**src/rtl/md_issue_ctrl.sv**
```systemverilog
// md_issue_ctrl: issue/stall controller between the EX stage and the multi
// multiply/divide unit. It accepts MD-class instructions, registers their
// operands, pulses mul_start for one cycle and holds EX while the unit is busy.
// MFHI/MFLO data is returned combinationally when the unit is idle.
// Optional build macro: MD_PERF_CNT_EN adds a saturating 32-bit stall-cycle
// counter on perf_stall; without it perf_stall is tied to zero.
module md_issue_ctrl #(
   parameter int DATA_W = 32,
   parameter int OP_W   = 4
) (
   input  logic              clk,
   input  logic              reset,
   input  logic              md_valid,
   input  logic [OP_W-1:0]   md_op,
   input  logic [DATA_W-1:0] rs_val,
   input  logic [DATA_W-1:0] rt_val,
   input  logic              flush,
   output logic              stall,
   output logic [DATA_W-1:0] rd_data,
   output logic [DATA_W-1:0] mul_A,
   output logic [DATA_W-1:0] mul_B,
   output logic [OP_W-1:0]   mul_op,
   output logic              mul_start,
   input  logic              mul_busy,
   input  logic [DATA_W-1:0] mul_hi,
   input  logic [DATA_W-1:0] mul_lo,
   output logic [31:0]       perf_stall
);

   // MD opcode encoding
   localparam logic [OP_W-1:0] OP_MULT = OP_W'(1);
   localparam logic [OP_W-1:0] OP_MTLO = OP_W'(6);
   localparam logic [OP_W-1:0] OP_MFHI = OP_W'(7);
   localparam logic [OP_W-1:0] OP_MFLO = OP_W'(8);

   typedef enum logic [1:0] {
      S_IDLE = 2'd0,
      S_ARM  = 2'd1,
      S_WAIT = 2'd2
   } state_t;

   state_t state;
   state_t next_state;

   logic is_issue;
   logic is_read;
   logic accept;
   logic load_ops;

   // Decode the opcode into issue-class (unit operations) and read-class (MFHI/MFLO)
   always_comb begin
      is_issue = (md_op >= OP_MULT) && (md_op <= OP_MTLO);
      is_read  = (md_op == OP_MFHI) || (md_op == OP_MFLO);
      accept   = md_valid && !flush && is_issue && (state == S_IDLE);
   end

   // State register; reset drops any in-flight operation since multi resets too
   always_ff @(posedge clk or negedge reset) begin
      if (!reset) begin
         state <= S_IDLE;
      end else begin
         state <= next_state;
      end
   end

   // Next-state logic: ARM lasts exactly one cycle, WAIT exits on the first idle busy
   always_comb begin
      next_state = state;
      load_ops   = 1'b0;
      case (state)
         S_IDLE: begin
            if (accept) begin
               next_state = S_ARM;
               load_ops   = 1'b1;
            end
         end
         S_ARM: begin
            next_state = S_WAIT;
         end
         S_WAIT: begin
            if (!mul_busy) begin
               next_state = S_IDLE;
            end
         end
         default: begin
            next_state = S_IDLE;
         end
      endcase
   end

   // Operand/opcode registers for multi, captured only on accept so flushed ops leave them alone
   always_ff @(posedge clk or negedge reset) begin
      if (!reset) begin
         mul_A  <= '0;
         mul_B  <= '0;
         mul_op <= '0;
      end else if (load_ops) begin
         mul_A  <= rs_val;
         mul_B  <= rt_val;
         mul_op <= md_op;
      end
   end

   // Start pulse is registered so it is high exactly during the ARM cycle
   always_ff @(posedge clk or negedge reset) begin
      if (!reset) begin
         mul_start <= 1'b0;
      end else begin
         mul_start <= load_ops;
      end
   end

   // Stall any MD instruction while the unit is occupied; an accepted op never stalls itself
   always_comb begin
      stall = md_valid && (is_issue || is_read) && (state != S_IDLE);
   end

   // MFHI/MFLO return HI/LO in the same cycle, only when not stalled
   always_comb begin
      rd_data = '0;
      if (md_valid && (state == S_IDLE)) begin
         if (md_op == OP_MFHI) begin
            rd_data = mul_hi;
         end else if (md_op == OP_MFLO) begin
            rd_data = mul_lo;
         end
      end
   end

`ifdef MD_PERF_CNT_EN
   logic [31:0] stall_cnt;

   // Saturating count of stalled cycles
   always_ff @(posedge clk or negedge reset) begin
      if (!reset) begin
         stall_cnt <= 32'd0;
      end else if (stall && (stall_cnt != 32'hFFFF_FFFF)) begin
         stall_cnt <= stall_cnt + 32'd1;
      end
   end

   assign perf_stall = stall_cnt;
`else
   assign perf_stall = 32'd0;
`endif

endmodule

```
**config.mk**
```make
export PLATFORM = sky130hd
export DESIGN_NAME = md_issue_ctrl
export DESIGN_NICKNAME = d
export VERILOG_FILES = /design/src/rtl/md_issue_ctrl.sv
export SDC_FILE = /design/constraint.sdc
export NUM_CORES = 1
export LEC_CHECK = 0
export CORE_MARGIN = 4
export CORE_UTILIZATION = 30
export DETAILED_ROUTE_END_ITERATION = 7
export PLACE_DENSITY = 0.72
export SLEW_MARGIN = 20
export SYNTH_ARGS = -nofsm -noshare
export SYNTH_HDL_FRONTEND = slang
export SYNTH_SLANG_ARGS = --single-unit
export TNS_END_PERCENT = 1
```
**constraint.sdc**
```tcl
create_clock -name clk -period 2.3 [get_ports clk]
set_input_delay 0.46 -clock clk [delete_from_list [all_inputs] [get_ports clk]]
set_output_delay 0.46 -clock clk [all_outputs]
set_load 0.01 [all_outputs]
```
# Word level (Yosys, flattened, before mapping)
# Cells that the tools add are included.
# totals
ff_bits	71
elab_cells	34
# classes
n_lt_le_gt_ge	2
eq_ne	6
mux	8
n_reduce_logical	13
# op_table
op	n
$mux 32	3
$logic_and 1x1->1	7
$pmux 2 s3	1
$eq 4x3->1 const B	1
$eq 4x4->1 const B	1
$ge 4x1->1 const B	1
$le 4x3->1 const B	1
$mux 2	2
$ne 2x2->1 const B	2
$eq 2x1->1 const B	1
$eq 2x2->1 const B	1
$logic_not 2->1	1
$logic_or 1x1->1	2
$mux 1	2
$reduce_and 2->1	1
$reduce_bool 2->1	1
$logic_not 1->1	1

# Logic depth before layout (Yosys ltp)
# Gate-level depths: netlist of the first run.
# logic_depth
depth_word	6
mapped_depth	6

# Least setup slack after synthesis of the first run
# OpenSTA, ideal clock, no wires.
# synth_timing
path_kind	input port to output port
startpoint	input port md_op[2]
endpoint	output port rd_data[10]
arrival_ns	1.673
t_required_ns	1.840
slack_ns	0.167
stages	4
cell_sequence	nor4b_1 > clkbuf_1 > a22oi_1 > nor2_1
# synth_between
elab_chain_cells	4
word_cells_on_any_way	5
classes_between	eq/ne (2); mux (3)
# synth_rtl
element	line	rtl
start: declaration	14	input logic [OP_W-1:0] md_op,
$eq 4x4->1	124	end else if (md_op == OP_MFLO) begin
$mux 32	124	
$mux 32 (*)	122	if (md_op == OP_MFHI) begin
$mux 32 (*)	121	if (md_valid && (state == S_IDLE)) begin
end: declaration	19	output logic [DATA_W-1:0] rd_data,
# Every way passes the cells marked *; elsewhere a longest branch is shown, timed or not.

# Final worst setup path of the first run
# layout_timing
startpoint	input port md_valid
endpoint	register mul_B[29]
# layout_between
elab_chain_cells	5
# layout_rtl
element	line	rtl
start: declaration	13	input logic md_valid,
$logic_and 1x1->1 (3 in series)	54	accept = md_valid && !flush && is_issue && (state == S_IDLE);
$mux 1	72	if (accept) begin
$mux 1	70	case (state)
end signal: assignment	99	mul_B <= rt_val;
end: declaration	21	output logic [DATA_W-1:0] mul_B,
# Every way passes these cells.
# A chain may end at the register's enable or synchronous reset.

==> qor.txt, run 1 <==
Post-Syn Instances: 267
Post-synthesis sequential area ratio: 48.3%
Final WL: 11,400 um
Top cells by area, synth: dfrtp_1 48%, mux2_4 27%, a22oi_1 6.5%
H-tree depth: 3
Clock insertion delay at the later pin of the skew report: 0.33 ns
Die width: 119 um
Dpl cell area: 0.00610 mm2
Cell depth of the worst setup path: 6
Mux cell area share after synthesis: 27.6%
Fin cells: 667
Crit-path cells: clkdlybuf4s50_1, or3b_4, buf_6, or3_4, buf_12, mux2_4
Number of flops mapped to enable cells by yosys: 0
Hold Vio Cnt, Final: 0
GRT Total Usage: 15.8%
Fmax: 0.443 GHz
Worst-path fanout max: 34
Placed insts: 647
Status: complete, no violations
CTS tree: yes
GP Congestion: 0.857
Synth area leader: dfrtp_1
Final setup vio count: 0
Clock-pin slew on the worst setup and hold paths: 0.06 ns
Critical-path top delay cell: clkdlybuf4s50_1
PD cells: 796 mW/mm2
Layout Nets: 652
Compound-Gate Fraction of Synth Area: 7.11%
WP data arrival: 2.46 ns
Leak: 2.97 nW
Fin crit period: 2.26 ns
Hold Path Class: in -> async
Clock Tree Buf Depth: 2
CTS Sinks: 71
First-pass GRT wire length: 17,500 um
Post-synthesis cell area: 0.00368 mm2
Routed WL per cell: 17.1 um
RSZ-0062 raised after global routing: no
Fin Setup TNS: 0 ns
Core Region: 0.0120 mm2
# IOs: 271
CP startpoint kind: primary input
CP Class: in -> reg
Maximum VDD drop: 0.346 mV
Fin. max-slew vios: 0
FF-to-FF path depth: 5
# rows: 40
DR DRC count: 0
Top post-synthesis cells by count: 71 x dfrtp_1, 67 x mux2_4, 33 x nor2_1
Synth warnings: 0
Die footprint: 0.0141 mm2
Fillcell total: 1,084
CTS Buf Count: 9
Main combinational cell family by area after synthesis: multiplexers
CP peak stage delay: 0.47 ns
Top-count cell post-synth: dfrtp_1
Port Buf Inserts: 238
Die H: 119 um
Synth Area in Simple Gates: 4.69%
1st-iter DRT viols: 158
Via/cell ratio: 4.47
Most used flip-flop cell after synthesis: dfrtp_1
Critical path capture point type: register
Synth async-reset ratio: 100%
Cell family with most CP delay: buffers and inverters
Via count: 2,984
Starting Density: 30.6%
First-pass iteration count of the detailed router: 4
Max-cap viol count: 0
Design area: 0.00628 mm2
Pin count of the biggest net entering global routing: 72
Post-route ant nets: 0
Root Driver: clkbuf_16
Grt total ovfl: 0
Diode count: 0
WP buf/inv: 3
Clock Skews: 0.00611 ns
Initial antenna violation count: 0
DP Wirelength: 8940 um
Area Growth Syn to Fin: 70.7%
Avg Inst Size Synth: 13.8 um2
Number of global-route vias before repair: 3,196
Share of layout cells above drive strength 1: 27.1%
Post-synthesis cell type count: 23
Seq cells post-synth: 71
Post-Synth Adder-Cell Area: 0%
Worst path required time: 2.51 ns
Top cell type's share of synthesized area: 48.3%
XOR/XNOR Fraction of Synth Area: 0%
Hold Buf Count CTS: 0
Crit share post-route: 98.1%
-- layer usage --
layer  track usage, %  vias up  part of all wire (%)
li1                 -     1370                     -
met1             18.2     1423                    40
met2             27.5      178                    50
met3             5.45       13                   8.4
met4             5.14        0                   1.5
met5                0        -                     0
-- path summary, 6_finish.rpt --
kind	startpoint	slack (ns)	end
min in group clk	mul_op[3]$_DFFE_PN0P_	0.50	mul_op[3]$_DFFE_PN0P_
worst max register to register	state[0]$_DFFE_PN0P_	0.21	mul_B[29]$_DFFE_PN0P_
worst max-delay path	md_valid	0.04	mul_B[29]$_DFFE_PN0P_
worst min-delay path	reset	0.13	mul_B[12]$_DFFE_PN0P_
max in group asynchronous	reset	1.86	state[0]$_DFFE_PN0P_
worst min register to register	mul_op[3]$_DFFE_PN0P_	0.50	mul_op[3]$_DFFE_PN0P_
-- cell type report --
| type | count | area (um2) | area share [%] |
|---|---|---|---|
| repair buffers | 257 | 2420 | 38.5 |
| flip-flops and latches | 71 | 1780 | 28.3 |
| multi-input cells | 174 | 1590 | 25.4 |
| clock buffers | 11 | 243 | 3.87 |
| well taps | 147 | 184 | 2.93 |
| clock inverters | 5 | 56.3 | 0.897 |
| inverters | 2 | 7.51 | 0.120 |
-- power breakdown --
| part | switching (mW) | internal [mW] |
|---|---|---|
| sequential | 0.194 | 1.59 |
| clock | 0.530 | 0.869 |
| combinational | 0.587 | 1.23 |
-- cell families (layout without fill, tap and decap cells) --
| group | after synthesis | count (layout) |
|---|---|---|
| flops | 71 | 71 |
| simple gates | 40 | 40 |
| mux | 68 | 68 |
| other cells | 1 | 32 |
| compound gates | 34 | 34 |
| buf+inv | 53 | 275 |
-- per-stage QoR --
| step | total power [mW] | utilization (%) | setup slack, ns | hold WS, ns |
|---|---|---|---|---|
| finish | 5.00 | 52.3 | 0.0437 | 0.130 |
| detailed placement | 3.63 | 50.8 | -0.595 | 0.481 |
| global route | 5.26 | 52.3 | 0.00295 | 0.157 |
| CTS | 5.08 | 53.1 | -0.00534 | 0.147 |
| floorplan | 2.58 | - | 0.167 | 0.164 |
| global placement | 3.60 | 50.8 | -0.510 | 0.472 |
-- cells in the final DEF (no fill, tap or decap), drive strengths merged --
| master | n |
|---|---|
| a311o | 1 |
| nor2 | 33 |
| clkdlybuf4s50 | 200 |
| nor3 | 1 |
| nor4b | 1 |
| dfrtp | 71 |
| inv | 3 |
| or3b | 1 |
| and2 | 1 |
| clkinvlp | 1 |
| nand2 | 1 |
| and4b | 1 |
| a22oi | 32 |
| mux2i | 1 |
| bufinv | 1 |
| dlygate4sd2 | 2 |
| mux2 | 67 |
| clkbuf | 16 |
| clkdlybuf4s15 | 1 |
| or3 | 1 |
| conb | 32 |
| buf | 49 |
| o221a | 1 |
| clkinv | 2 |
-- sequential cells by signal (all words and copies together) (netlist names) --
| name | cells |
|---|---|
| mul_A | 32 |
| mul_start | 1 |
| state | 2 |
| mul_op | 4 |
| mul_B | 32 |
-- timing repair --
| item | CTS | global route |
|---|---|---|
| cloned | 0 | 0 |
| gates resized for setup | 118 | 21 |
| pin swaps | 1 | 2 |
| hold endpoints to repair | 0 | 0 |
| setup buffers | 4 | 0 |
| endpoints found under the setup margin | 33 | 23 |
(Power assumes the default switching activity.)
==> inputs of run 2 (changes only) <==
- CELL_PAD_IN_SITES_DETAIL_PLACEMENT: default -> 0
- CELL_PAD_IN_SITES_GLOBAL_PLACEMENT: default -> 2
- CORE_UTILIZATION: 30 -> 21
- GPL_TIMING_DRIVEN: default -> 0
- PLACE_DENSITY: 0.72 -> default
- PLACE_DENSITY_LB_ADDON: default -> 0.1
- clock period: 2.3 -> 2.8 ns (I/O delays scaled with it)
==> run 2 against run 1 <==
  * The run now ends with setup timing left
  * Non-clock buffer count grew 34
  * Sequential power is 18% lower
  * Critical endpoint is now rd_data[1]
  * Die area is 40% higher
  * Register-to-register slack improved by 0.49 ns
  * Via count is 1.4% higher
  * Sequential cell count is the same
  * Final area increased by 8.5%
==> qor.txt, run 2 (synthesis results as in run 1) <==
Max-cap viol count: 0 (unchanged)
Core Region: 0.0172 mm2 (+43%)
Critical path capture point type: primary output
Dpl cell area: 0.00648 mm2 (+6.2%)
Most common cell after layout, fill and taps aside: clkdlybuf4s50_1
GRT Total Usage: 11.9% (-4.0 points)
Share of layout cells above drive strength 1: 26.4% (-0.76 points)
Sw Share: 25.7% (-0.52 points)
Clock Tree Buf Depth: 2 (unchanged)
Registers with the most flip-flops: mul_A: 32 flops, mul_B: 32 flops, mul_op: 4 flops
Worst path required time: 2.24 ns (-0.27 ns)
DR DRC count: 0 (unchanged)
Fin. max-slew vios: 0 (unchanged)
Clock Skews: 0.00443 ns (-0.00168 ns)
H-tree depth: 3 (unchanged)
DP Wirelength: 9650 um (+8.0%)
Crit share post-route: 107%
Most frequent cells in the layout: 202 x clkdlybuf4s50_1, 71 x dfrtp_1, 67 x mux2_4
Seq pwr share: 34.5% (-1.1 points)
Die footprint: 0.0197 mm2 (+40%)
Pin count of the biggest net entering global routing: 43 (-40%)
Via count: 3,027 (+1.4%)
RSZ-0062 raised after global routing: yes
Die width: 140 um (+18%)
Status: finished, violations left
Initial antenna violation count: 1 (+1)
CTS Buf Count: 9 (unchanged)
CTS Sinks: 71 (unchanged)
Via/cell ratio: 3.88 (-13%)
Grt total ovfl: 0 (unchanged)
Fmax: 0.334 GHz
Fin Setup TNS: -0.192 ns (-0.192 ns)
Final WL: 12,000 um (+5.6%)
Routed WL per cell: 15.4 um (-9.7%)
Maximum VDD drop: 0.387 mV (+12%)
CP startpoint kind: primary input
Starting Density: 21.3% (-9.3 points)
Hold Path Class: in -> async
PD cells: 620 mW/mm2 (-22%)
Number of global-route vias before repair: 3,218 (+0.69%)
Leak: 3.27 nW (+10%)
Die H: 140 um (+18%)
# rows: 48 (+20%)
WP data arrival: 2.43 ns (-0.03 ns)
DP Worst Slack: -1.04 ns (-0.447 ns)
CTS tree: yes
Hold Slack: 0.151 ns (+0.0211 ns)
Comb pwr share: 36.3% (about the same)
Root Driver: clkbuf_16
Hold Vio Cnt, Final: 0 (unchanged)
Clock insertion delay at the later pin of the skew report: 0.33 ns (about the same)
Cell internal pwr: 3.14 mW (-15%)
CP Class: in -> out
Layout Nets: 686 (+5.2%)
GP Congestion: 0.767 (-10%)
Fin crit period: 2.99 ns
Violated checks: setup timing
# IOs: 271 (unchanged)
Fillcell total: 1,641 (+51%)
Clk pwr share: 29.2% (+1.2 points)
Psw: 1.09 mW (-17%)
Post-route ant nets: 0 (unchanged)
Design area: 0.00681 mm2 (+8.5%)
Worst-path fanout max: 10 (-71%)
1st-iter DRT viols: 73 (-54%)
Power after layout: 4.22 mW (-16%)
Area Growth Syn to Fin: 85.1%
First-pass GRT wire length: 18,200 um (+4.0%)
Port Buf Inserts: 238 (unchanged)
First-pass iteration count of the detailed router: 4 (unchanged)
Clock-pin slew on the worst setup and hold paths: 0.06 ns (about the same)
Final setup vio count: 1 (+1)
Setup ws final: -0.192 ns (-0.235 ns)
## run 2: layout make-up
cell class	count	area [um2]	area share, %
Clock buffer	10	229	3.36
Timing Repair Buffer	241	2380	34.9
Antenna cell	1	2.50	0.0367
Buffer	50	459	6.74
Multi-Input combinational cell	174	1590	23.3
Inverter	2	7.51	0.110
Clock inverter	6	92.6	1.36
Tap cell	225	282	4.13
Sequential cell	71	1780	26.1
## run 2: what timing repair did
action | CTS | global route
pin swaps | 1 | 1
endpoints found under the setup margin | 33 | 31
buffers inserted | 2 | 0
resized for setup | 50 | 21
hold buffers | 0 | 0
## run 2: power groups by stage
| stage | Combinational [mW] | Sequential [mW] | Clock, mW |
|---|---|---|---|
| 2_1_floorplan | 0.531 | 1.59 | 0 |
| 3_3_place_gp | 1.56 | 1.46 | 0 |
| 3_5_place_dp | 1.55 | 1.47 | 0 |
| 4_1_cts | 1.56 | 1.46 | 1.29 |
| 5_1_grt | 1.62 | 1.50 | 1.33 |
| 6_report | 1.53 | 1.46 | 1.23 |
## run 2: critical path: stages
cell and delay (ns):
clkdlybuf4s50_1 0.51, or3b_1 0.35, clkbuf_2 0.16, buf_4 0.19, nor2_1 0.11, clkdlybuf4s50_1 0.55
## run 2: per-stage QoR
stage          std cells  utilization, %
2_1_floorplan        298               -
5_1_grt              780            39.5
6_report             780            39.5
3_3_place_gp         761            37.5
3_5_place_dp         762            37.6
4_1_cts              779            39.5
## run 2: layer usage
metal,vias up,routed length (um),GRT usage [%]
li1,1440,-,-
met1,1403,4820,14.1
met2,172,5700,19.4
met3,12,1320,5.05
met4,0,180,3.98
met5,-,0,0
## run 2: path summary, 6_finish.rpt
check	from	end	slack [ns]	cells after the start
min reg2reg	mul_op[3]$_DFFE_PN0P_	mul_op[3]$_DFFE_PN0P_	0.49	1
min in group clk	mul_op[3]$_DFFE_PN0P_	mul_op[3]$_DFFE_PN0P_	0.49	1
max reg2reg	state[0]$_DFFE_PN0P_	mul_A[17]$_DFFE_PN0P_	0.70	6
min	reset	mul_B[19]$_DFFE_PN0P_	0.15	1
max	md_valid	rd_data[1]	-0.19	6
max in group asynchronous	reset	mul_A[29]$_DFFE_PN0P_	2.10	2
==> inputs of run 3 (changes only) <==
- CORE_MARGIN: 4 -> 2
==> run 3 against run 2 <==
  * The flow now finishes without violations
  * Clock power fell by 16%
  * Clock skew about the same
  * Fmax rose by 9.2%
  * Sequential power barely moved
  * Cell count fell by 0.13%
  * Worst setup slack better by 0.25 ns
  * Combinational power about the same
  * First-iteration DRC count shrank 6.8%
  * Critical path type unchanged
  * Critical endpoint is now rd_data[14]
  * Highest routed layer unchanged
==> qor.txt, run 3 (synthesis results as in run 1) <==
Clock Skews: 0.00410 ns (-0.000332 ns)
Starting Density: 21.3% (unchanged)
Fin cells: 779 (-0.13%)
Most frequent cells in the layout: 201 x clkdlybuf4s50_1, 71 x dfrtp_1, 67 x mux2_4
Layout Nets: 687 (+0.15%)
Met3 Use GR: 6.04% (+0.99 points)
CTS Sinks: 71 (unchanged)
Worst path required time: 2.24 ns (about the same)
Final WL: 11,700 um (-2.7%)
Final setup vio count: 0 (-1)
Hold Vio Cnt, Final: 0 (unchanged)
Fmax: 0.365 GHz (+9.2%)
H-tree depth: 3 (unchanged)
Most common cell after layout, fill and taps aside: clkdlybuf4s50_1
PD cells: 590 mW/mm2 (-4.8%)
Leak: 3.28 nW (+0.27%)
Number of global-route vias before repair: 3,111 (-3.3%)
Cell family with most CP delay: buffers and inverters
Reg-to-reg startpoint: state[0]$_DFFE_PN0P_
Die footprint: 0.0186 mm2 (-5.6%)
WP data arrival: 2.18 ns (-0.25 ns)
Share of layout cells above drive strength 1: 26.0% (-0.36 points)
Placed insts: 762 (unchanged)
GP Congestion: 0.688 (-10%)
Routed WL per cell: 15.0 um (-2.5%)
Diode count: 0 (-1)
Max-cap viol count: 0 (unchanged)
CTS Buf Count: 9 (unchanged)
Registers with the most flip-flops: mul_A: 32 flops, mul_B: 32 flops, mul_op: 4 flops
Met1 Track Usage GR: 13.9% (-0.17 points)
Hold Path Class: in -> async
# IOs: 271 (unchanged)
Core Region: 0.0172 mm2 (unchanged)
Grt total ovfl: 0 (unchanged)
Fin Setup TNS: 0 ns (+0.192 ns)
First-pass iteration count of the detailed router: 4 (unchanged)
Initial antenna violation count: 0 (-1)
Clock Tree Buf Depth: 2 (unchanged)
DR DRC count: 0 (unchanged)
First-pass GRT wire length: 17,200 um (-5.7%)
CP startpoint kind: primary input
Hold Buf Count CTS: 0 (unchanged)
Maximum VDD drop: 0.242 mV (-38%)
Met2 Use GR: 20.3% (+0.94 points)
Worst-path fanout max: 10 (unchanged)
Critical path capture point type: primary output
# rows: 48 (unchanged)
Fin. max-slew vios: 0 (unchanged)
Via count: 3,037 (+0.33%)
WP buf/inv: 4 (unchanged)
FF-to-FF path depth: 6 (unchanged)
CP Class: in -> out
Crit-path cells: clkdlybuf4s50_1, or3b_1, clkbuf_4, buf_4, nor2_1, dlygate4sd2_1
Clock insertion delay at the later pin of the skew report: 0.32 ns (about the same)
Crit share post-route: 97.8% (-9.0 points)
Hold Slack: 0.144 ns (-0.00762 ns)
Die width: 136 um (-2.8%)
Slack of the worst reg-to-reg path: 0.70 ns (about the same)
Post-route ant nets: 0 (unchanged)
Critical-path top delay cell: clkdlybuf4s50_1
GRT Total Usage: 12.2% (+0.37 points)
CTS tree: yes
DP Wirelength: 9290 um (-3.7%)
Root Driver: clkbuf_16
Area Growth Syn to Fin: 84.3%
CP peak stage delay: 0.48 ns (-0.07 ns)
Pin count of the biggest net entering global routing: 48 (+12%)
Port Buf Inserts: 238 (unchanged)
RR Endpoint: mul_B[21]$_DFFE_PN0P_
Layer with the highest usage: met2
Status: complete, no violations
Via/cell ratio: 3.90 (+0.46%)
1st-iter DRT viols: 68 (-6.8%)
Die H: 136 um (-2.8%)
Fin crit period: 2.74 ns (-0.253 ns)
RSZ-0062 raised after global routing: yes
Clock-pin slew on the worst setup and hold paths: 0.06 ns (about the same)
-- run 3: cell count changes in the layout (fill, tap and decap cells not counted), moves of 2 or more --
cell             previous run  this run
buf_2                       2         0
buf_4                      37        42
bufinv_16                   2         0
clkbuf_2                    7         2
clkdlybuf4s15_1             4         2
clkinv_2                    0         3
dlygate4sd2_1              21        29
inv_6                       2         0
-- run 3: final cells by class --
type | count | area [um2]
fillers | 1683 | 10500
clock buffers | 11 | 243
plain buffers | 50 | 467
repair buffers | 242 | 2390
multi-input cells | 174 | 1590
well taps | 225 | 282
inverters | 2 | 7.51
clock inverters | 4 | 22.5
flip-flops and latches | 71 | 1780
-- run 3: repair_timing --
item	4_1_cts	5_1_grt
pin swaps	2	0
gates resized for setup	55	13
buffers inserted	3	0
setup endpoints to repair	33	16
-- run 3: worst max-delay path by stage --
stage / from / end / slack [ns] / depth (start not counted)
after CTS: md_op[3] / rd_data[12] / -0.19 / 7
after global placement: reset / mul_B[1]$_DFFE_PN0P_ / -1.49 / 1
after floorplan: md_op[2] / rd_data[10] / 0.47 / 4
final: md_valid / rd_data[14] / 0.06 / 6
after detailed placement: md_op[2] / rd_data[30] / -0.88 / 6
after global routing: md_op[3] / rd_data[30] / -0.008 / 6
-- run 3: power breakdown --
| part | internal [mW] | switching (mW) | total, mW |
|---|---|---|---|
| Clock | 0.614 | 0.414 | 1.03 |
| Combinational | 1.05 | 0.472 | 1.52 |
| Sequential | 1.30 | 0.151 | 1.45 |
-- run 3: metal layers --
metal / vias up / share of wire, %
met1: 1421 / 39
met4: 0 / 1.1
met3: 7 / 12
li1: 1439 / -
met2: 170 / 48
met5: - / 0
-- run 3: stage by stage --
| step | power [mW] | cell area (um2) | setup WS, ns | utilization, % |
|---|---|---|---|---|
| CTS | 4.07 | 6780 | -0.192 | 39.3 |
| finish | 4.00 | 6780 | 0.0610 | 39.4 |
| detailed placement | 3.00 | 6490 | -0.880 | 37.7 |
| floorplan | 2.12 | 3800 | 0.467 | - |
| global route | 4.24 | 6780 | -0.00815 | 39.4 |
| global placement | 2.99 | 6460 | -1.49 | 37.5 |
